### config.mk
export PLATFORM = sky130hd
export DESIGN_NAME = jk_ff_bank_cnt
export DESIGN_NICKNAME = d
export VERILOG_FILES = /design/src/rtl/jk_ff_bank_cnt.sv
export SDC_FILE = /design/constraint.sdc
export NUM_CORES = 1
export LEC_CHECK = 0
export ABC_CLOCK_PERIOD_IN_PS = 3100
export CAP_MARGIN = 0
export CORE_ASPECT_RATIO = 1.25
export CORE_MARGIN = 5
export CORE_UTILIZATION = 30
export DETAILED_ROUTE_END_ITERATION = 7
export PLACE_DENSITY = 0.66
export RECOVER_POWER = 100
export SETUP_SLACK_MARGIN = 0.05
export SLEW_MARGIN = 30
export SYNTH_ARGS = -nofsm -noshare
export SYNTH_HDL_FRONTEND = slang
export SYNTH_SLANG_ARGS = --single-unit
### constraint.sdc
create_clock -name Clk -period 3.1 [get_ports Clk]
set_clock_uncertainty 0.1 [all_clocks]
set_input_delay 0.62 -clock Clk [delete_from_list [all_inputs] [get_ports Clk]]
set_output_delay 0.62 -clock Clk [all_outputs]
set_load 0.02 [all_outputs]
### src/rtl/jk_ff_bank_cnt.sv
// N-channel falling-edge JK flip-flop bank that can also be chained
// as a synchronous up/down counter with load and terminal count.
module jk_ff_bank_cnt #(
  parameter int            N       = 4,
  parameter logic [N-1:0]  RST_VAL = '0
) (
  input  logic         Clk,
  input  logic         RD,
  input  logic [1:0]   MODE,
  input  logic         EN,
  input  logic [N-1:0] J,
  input  logic [N-1:0] K,
  input  logic [N-1:0] SD,
  input  logic [N-1:0] CD,
  input  logic         LD,
  input  logic [N-1:0] D,
  output logic [N-1:0] Q,
  output logic [N-1:0] QN,
  output logic         TC
);

  localparam logic [1:0] M_JK   = 2'b00;
  localparam logic [1:0] M_UP   = 2'b01;
  localparam logic [1:0] M_DN   = 2'b10;
  localparam logic [1:0] M_HOLD = 2'b11;

  logic [N-1:0] r_q;
  logic [N-1:0] w_next;
  logic [N-1:0] w_ones;
  logic [N-1:0] w_zeros;

  // Carry/borrow terms come from pre-edge Q only, so stages
  // overridden this cycle still feed the stages above them.
  always_comb begin
    w_ones  = '0;
    w_zeros = '0;
    w_ones[0]  = 1'b1;
    w_zeros[0] = 1'b1;
    for (int i = 1; i < N; i++) begin
      w_ones[i]  = w_ones[i-1] & r_q[i-1];
      w_zeros[i] = w_zeros[i-1] & ~r_q[i-1];
    end
  end

  always_comb begin
    w_next = r_q;
    for (int i = 0; i < N; i++) begin
      if (!SD[i]) begin
        w_next[i] = 1'b1;
      end else if (!CD[i]) begin
        w_next[i] = 1'b0;
      end else if (LD) begin
        w_next[i] = D[i];
      end else if (EN && MODE != M_HOLD) begin
        case (MODE)
          M_JK: begin
            case ({J[i], K[i]})
              2'b01:   w_next[i] = 1'b0;
              2'b10:   w_next[i] = 1'b1;
              2'b11:   w_next[i] = ~r_q[i];
              default: w_next[i] = r_q[i];
            endcase
          end
          M_UP:    w_next[i] = r_q[i] ^ w_ones[i];
          M_DN:    w_next[i] = r_q[i] ^ w_zeros[i];
          default: w_next[i] = r_q[i];
        endcase
      end
    end
  end

  always_ff @(negedge Clk or negedge RD) begin
    if (!RD) begin
      r_q <= RST_VAL;
    end else begin
      r_q <= w_next;
    end
  end

  assign Q  = r_q;
  assign QN = ~r_q;
  assign TC = EN && !LD &&
              ((MODE == M_UP && (&r_q)) ||
               (MODE == M_DN && !(|r_q)));

endmodule

==> metrics.md, run 1 <==
| Metric | Value |
|---|---|
| CTS buffer count | 3 |
| Synth top area share | 0.169 |
| Delay-heaviest family, CP | simple AND/OR/NAND/NOR gates |
| Slew Limit Headroom | 0.833 |
| Initial Util | 0.306 |
| Most common cell in the netlist | inv_1 |
| Vias in the first global route | 882 |
| Multi-input gate area | slightly below 500 sq um |
| Status | finished with violations |
| Crit path to | TC |
| DRT Wirelength | 2320 um |
| Clock slew at reported path FFs | 30 ps |
| Worst R2R Start | Q[2] |
| Residual DRC | 0 |
| # rows | 18 |
| Failing checks | setup timing |
| Final-report hold violation count | 0 |
| Nets@finish | ~170 |
| FILL cells | 184 |
| Cell area after layout | 1240 sq um |
| Crit Path Class | reg -> out |
| Top cells by area, synth | dfrtn_1, ha_1, inv_1, nand2_1, o211ai_1 |
| Max-cap viol count | 0 |
| Mapped Area | between 500 and 600 sq um |
| Synthesized instance count | 75 |
| Sink Count | 4 |
| Layout cells sized above 1 | 0.404 |
| Area leader, netlist | dfrtn_1 |
| RSZ-0062 raised after global routing | yes |
| EDFF count, synth | 0 |
| Top_reg_cell synth | dfrtn_1 |
| Area Overhead vs Synth | 110% |
| R2r worst-path depth | 7 |
| Post-synth ARST share | 1.00 |
| Die H | 59.7 um |
| Yosys reg bits | 4 |
| Drt first-iter violations | 14 |
| DR WL/cell | approximately 15 um |
| YS warnings | 0 |
| Root buffer cell | clkbuf_4 |
| DPL Wire Length | 1900 um |
| Buf+Inv Stages, Crit Path | 1 |
| Leak | about 0.57 nW |
| Crit path cell chain | or4b_4 > o22ai_2 > and3_4 > buf_6 |
| Setup WS pre-CTS | -1100 ps |
| CP Data Arrival Time | 3160 ps |
| Die footprint | 2970 sq um |
| Die Span X | 49.7 um |
| Htree depth | 1 |
| Setup WS post-layout | -780 ps |
| Synth cell count leaders | inv_1, nand2_1, ha_1 |
| Clock power share | 0.200 |
| Maximum vdd drop | 203 uV |
| Top-level I/O count | 35 |
| Vias post-DR | 822 |
| Crit path launch | Q[0] |
| Max reg flops | 4 |
| Worst-skew pair later-pin latency | 250 ps |
| Sequential element share of the synthesized area | 0.169 |
| Hold Path Class | reg -> reg |
| CTS Buffer Depth | 2 |
| Final Max Tran Viols | 0 |
| Core region area | 1940 sq um |
| Worst-margin pin slew | 248 ps |
| CTS tree | done |
| GR Overflow Total | 0 |
| N_diodes | 0 |
| Post-synthesis cell type count | 36 |
| Switching share of power | 0.348 |
| Pint | 0.215 mW |
| Max stage delay cell, worst path | or4b_4 |
| Startpoint Class | flop |
| Total GRT Usage | 0.148 |
| Placed cell area | 1170 sq um |
| Avg Inst Size Synth | 7.89 sq um |
| R2R Setup Slk | approximately 1400 ps |
| Flip-flop and latch area | 100 sq um |
| Number of routed nets with antenna violations | 0 |
| Crit path largest cell delay | 560 ps |
| Flop pwr share | 0.192 |
| Crit-path max FO | 3 |
| Routed vias/inst | 5.27 |
| Worst EP required | 2380 ps |
| TritonRoute pass-1 iters | 4 |
| Post-Syn Nets | ~110 |
| Combinational share of power | 0.608 |
| CP endpoint kind | output port |
| Worst r2r dst | Q[3] |
| Initial antenna violation count | 0 |
| # setup viols final | 13 |
| WP depth | 4 |
| Pin count of the biggest net entering global routing | 9 |
| First-pass GRT wire length | 3450 um |
| PortBufs | 34 |
| GPL Wtd Cong | 0.898 |
| P per Cell Area | 265 nW/um^2 |
| P_sw | 0.115 mW |
==> layer usage <==
metal  vias up  global-route usage  wire [um]
li1        407                   -          -
met1       388               0.142        865
met2        23               0.289       1330
met3         4              0.0474        108
met4         0              0.0487         18
met5         -                   0          0
==> placed cells by master (no fill, tap or decap), types with 3 or more instances in the layout <==
| cell type | instances |
|---|---|
| clkdlybuf4s50_1 | 22 |
| o21ai_0 | 3 |
| o211ai_1 | 3 |
| nand2_1 | 6 |
| nand2b_1 | 3 |
| dfrtn_1 | 4 |
| inv_1 | 6 |
| nor2_1 | 3 |
| buf_4 | 26 |
| clkbuf_4 | 3 |
| buf_6 | 9 |
==> area by class of cell <==
type	instances	area share
clock buffer	3	0.0181
sequential	4	0.0806
tap	20	0.0201
timing repair buffer	62	0.449
multi-input combinational	58	0.393
inverter	9	0.0393
==> stage by stage <==
stage               setup TNS, ps  power, mW  cells  hold slack, ps  utilization
finish                      -4380      0.330    156             702        0.641
global route                -5010      0.349    156             734        0.641
CTS                         -4140      0.322    154             707        0.629
detailed placement          -7860      0.250    149             640        0.603
global placement            -7750      0.247    149             643        0.603
floorplan                   -1780      0.147     75             660            -
==> worst min-delay path, stage by stage, from the launching register on <==
cell      delay, ps
dfrtn_1         440
buf_6           120
buf_6           110
o211ai_1        100
o311ai_1         90
==> power by group through the flow <==
stage               clock [mW]  combinational [mW]  sequential, mW
floorplan                    0              0.0767          0.0706
global placement             0               0.184          0.0634
detailed placement           0               0.186          0.0634
CTS                     0.0669               0.192          0.0635
global route            0.0718               0.213          0.0638
finish                  0.0659               0.201          0.0633
==> cells by family (layout without fill, tap and decap cells) <==
logic type      count (synthesis)  after routing  share of synthesized area
compound gates                 27             27                      0.372
xor+xnor                        2              2                     0.0296
fa+ha+maj                       5              5                      0.106
buf+inv                        13             74                     0.0994
flops                           4              4                      0.169
simple gates                   24             24                      0.224
==> what timing repair did <==
action / CTS / global route
buffers inserted: 2 / 2
setup endpoints to repair: 13 / 13
gates resized for setup: 58 / 3
hold buffers: 0 / 0
pin swaps: 2 / 0
==> worst min-delay path by stage <==
| stage | startpoint | to | slack [ps] | cells after the start |
|---|---|---|---|---|
| after global placement | Q[1] | Q[1] | 640 | 3 |
| after detailed placement | Q[1] | Q[1] | 640 | 3 |
| final | Q[1] | Q[1] | 700 | 4 |
| after CTS | Q[1] | Q[1] | 710 | 4 |
| after floorplan | Q[3] | Q[3] | 660 | 3 |
| after global routing | Q[1] | Q[1] | 730 | 4 |
Power figures use the tool's default switching activity.
==> run 2, diff against run 1 <==
--- a/config.mk
+++ b/config.mk
@@ -10,6 +10,7 @@
 export CORE_ASPECT_RATIO = 1.25
 export CORE_MARGIN = 5
 export CORE_UTILIZATION = 30
+export CTS_BUF_LIST = sky130_fd_sc_hd__clkbuf_4 sky130_fd_sc_hd__clkbuf_8 sky130_fd_sc_hd__clkbuf_16
 export DETAILED_ROUTE_END_ITERATION = 7
 export PLACE_DENSITY = 0.66
 export RECOVER_POWER = 100
==> results of run 2 <==
Final layout, timing and power as in run 1 (identical DEF).
==> run 3, diff against run 2 <==
--- a/config.mk
+++ b/config.mk
@@ -5,7 +5,7 @@
 export SDC_FILE = /design/constraint.sdc
 export NUM_CORES = 1
 export LEC_CHECK = 0
-export ABC_CLOCK_PERIOD_IN_PS = 3100
+export ABC_CLOCK_PERIOD_IN_PS = 4790
 export CAP_MARGIN = 0
 export CORE_ASPECT_RATIO = 1.25
 export CORE_MARGIN = 5
==> constraint.sdc (replaced) <==
create_clock -name Clk -period 4.79 [get_ports Clk]
set_clock_uncertainty 0.1 [all_clocks]
set_input_delay 0.958 -clock Clk [delete_from_list [all_inputs] [get_ports Clk]]
set_output_delay 0.958 -clock Clk [all_outputs]
set_load 0.02 [all_outputs]
==> metrics.md, run 3 (synthesis results as in run 1) <==
| Metric | Value |
|---|---|
| Setup WS post-layout | -259 ps (+521 ps) |
| Buf+Inv Stages, Crit Path | 1 (unchanged) |
| Slew Limit Headroom | 0.791 (-0.0423) |
| Routed vias/inst | 5.27 (about the same) |
| DR WL/cell | 15.0 um (+1.1%) |
| Final Max Tran Viols | 0 (unchanged) |
| Die H | 59.7 um (unchanged) |
| CP Data Arrival Time | 3990 ps (+830 ps) |
| Status | finished with violations |
| Number of routed nets with antenna violations | 0 (unchanged) |
| Htree depth | 1 (unchanged) |
| Hold Path Sink | Q[3] |
| Post-CTS Hold Buffers | 0 (unchanged) |
| Worst-margin pin slew | 309 ps (+61.4 ps) |
| Startpoint Class | flop |
| Hold Path Class | reg -> reg |
| CP endpoint kind | output port |
| Clock slew at reported path FFs | 30 ps (about the same) |
| GPL Wtd Cong | 0.813 (-9.5%) |
| Vias post-DR | 775 (-5.7%) |
| Initial Util | 0.306 (unchanged) |
| Vias in the first global route | 800 (-9.3%) |
| Postcts setup bufs | 0 (-2) |
| P per Cell Area | 167 nW/um^2 (-37%) |
| Delay-heaviest family, CP | simple AND/OR/NAND/NOR gates |
| Commonest non-fill, non-tap cell in the layout | clkdlybuf4s50_1 |
| Initial antenna violation count | 0 (unchanged) |
| CTS Buffer Depth | 2 (unchanged) |
| Crit path launch | Q[2] |
| R2R Setup Slk | 3080 ps (+1640 ps) |
| Non-Filler Instances | 147 (-5.8%) |
| Leak | 0.518 nW (-8.4%) |
| Worst EP required | 3730 ps (+1350 ps) |
| Worst r2r dst | Q[3] |
| Layout Utilization | 0.587 (-0.0549) |
| Sink Count | 4 (unchanged) |
| Total GRT Usage | 0.143 (-0.00421) |
| Worst-skew pair later-pin latency | 240 ps (about the same) |
| Max reg flops | 4 (unchanged) |
| Core region area | 1940 sq um (unchanged) |
| Die footprint | 2970 sq um (unchanged) |
| DPL Wire Length | 1780 um (-6.2%) |
| Maximum vdd drop | 94.6 uV (-53%) |
| First-pass GRT wire length | 3350 um (-3.0%) |
| Crit-path max FO | 3 (unchanged) |
| Final-report hold violation count | 0 (unchanged) |
| N_diodes | 0 (unchanged) |
| Worst R2R Start | Q[0] |
| # setup viols final | 2 (-11) |
| Pin count of the biggest net entering global routing | 9 (unchanged) |
| # rows | 18 (unchanged) |
| PortBufs | 34 (unchanged) |
| DRT Wirelength | 2210 um (-4.7%) |
| Layout cells sized above 1 | 0.291 (-0.113) |
| Area Overhead vs Synth | 92.0% |
| FILL cells | 188 (+2.2%) |
| Top-level I/O count | 35 (unchanged) |
| Total power | 0.190 mW (-42%) |
| Hold Path Origin | Q[3] |
| Nets@finish | 160 (-5.3%) |
| Setup WS pre-CTS | -536 ps (+566 ps) |
| Crit Path Class | reg -> out |
| Residual DRC | 0 (unchanged) |
| Max-cap viol count | 0 (unchanged) |
| Crit path cell chain | or4b_4 > o22ai_2 > and3_4 > buf_6 |
| TritonRoute pass-1 iters | 4 (unchanged) |
| Crit path largest cell delay | 560 ps (about the same) |
| Die Span X | 49.7 um (unchanged) |
| Failing checks | setup timing |
| GR Overflow Total | 0 (unchanged) |
| Placed cells | 144 (-3.4%) |
| Most frequent cells in the layout | clkdlybuf4s50_1, buf_4, dlygate4sd2_1 |
| Root buffer cell | clkbuf_4 |
| Drt first-iter violations | 10 (-4) |
| CTS tree | done |
| Max stage delay cell, worst path | or4b_4 |
| CTS buffer count | 3 (unchanged) |
| Hold-critical path depth | 2 (-2) |
| R2r worst-path depth | 6 (-1) |
| RSZ-0062 raised after global routing | yes |
==> run 3: worst max-delay path by stage <==
stage	to	slack [ps]	depth (start not counted)
after global routing	TC	-300	4
final	TC	-260	4
after floorplan	TC	-140	4
after global placement	TC	-500	4
after CTS	TC	-260	4
after detailed placement	Q[3]	-540	7
==> run 3: area by class of cell <==
cell class / instances / area (sq um) / share of cell area
multi-input cells: 58 / 483 / 0.425
repair buffers: 53 / 472 / 0.415
flip-flops and latches: 4 / 100 / 0.0881
inverters: 9 / 33.8 / 0.0297
well taps: 20 / 25.0 / 0.0220
clock buffers: 3 / 22.5 / 0.0198
==> run 3: metal layers <==
layer  GRT usage  wire, um  up-vias
li1            -         -      392
met1       0.162       874      359
met2       0.255      1210       22
met3      0.0224       101        2
met4      0.0787        24        0
met5           0         0        -
==> run 3: timing repair <==
action                     in CTS  in global routing
resized for setup              21                  8
setup endpoints to repair      13                  5
pin swaps                       2                  3
==> run 3: metrics by stage <==
stage | hold slack (ps) | cell area [sq um] | setup TNS [ps]
detailed placement | 625 | 1080 | -2400
global route | 677 | 1140 | -392
finish | 638 | 1140 | -309
floorplan | 660 | 597 | -138
global placement | 596 | 1080 | -2190
CTS | 625 | 1110 | -323
==> run 3: worst reg2reg max path: cells and delay by family (launching register included) <==
family / cells / cell delay, ps
AO/OA/AOI/OAI: 3 / 500
AND/OR/NAND/NOR: 1 / 140
flip-flops: 1 / 410
buffers and inverters: 2 / 380
==> run 3: power by group <==
| part | internal (mW) | total (mW) | switching (mW) |
|---|---|---|---|
| Combinational | 0.0559 | 0.107 | 0.0509 |
| Sequential | 0.0378 | 0.0413 | 0.00345 |
| Clock | 0.0281 | 0.0420 | 0.0140 |
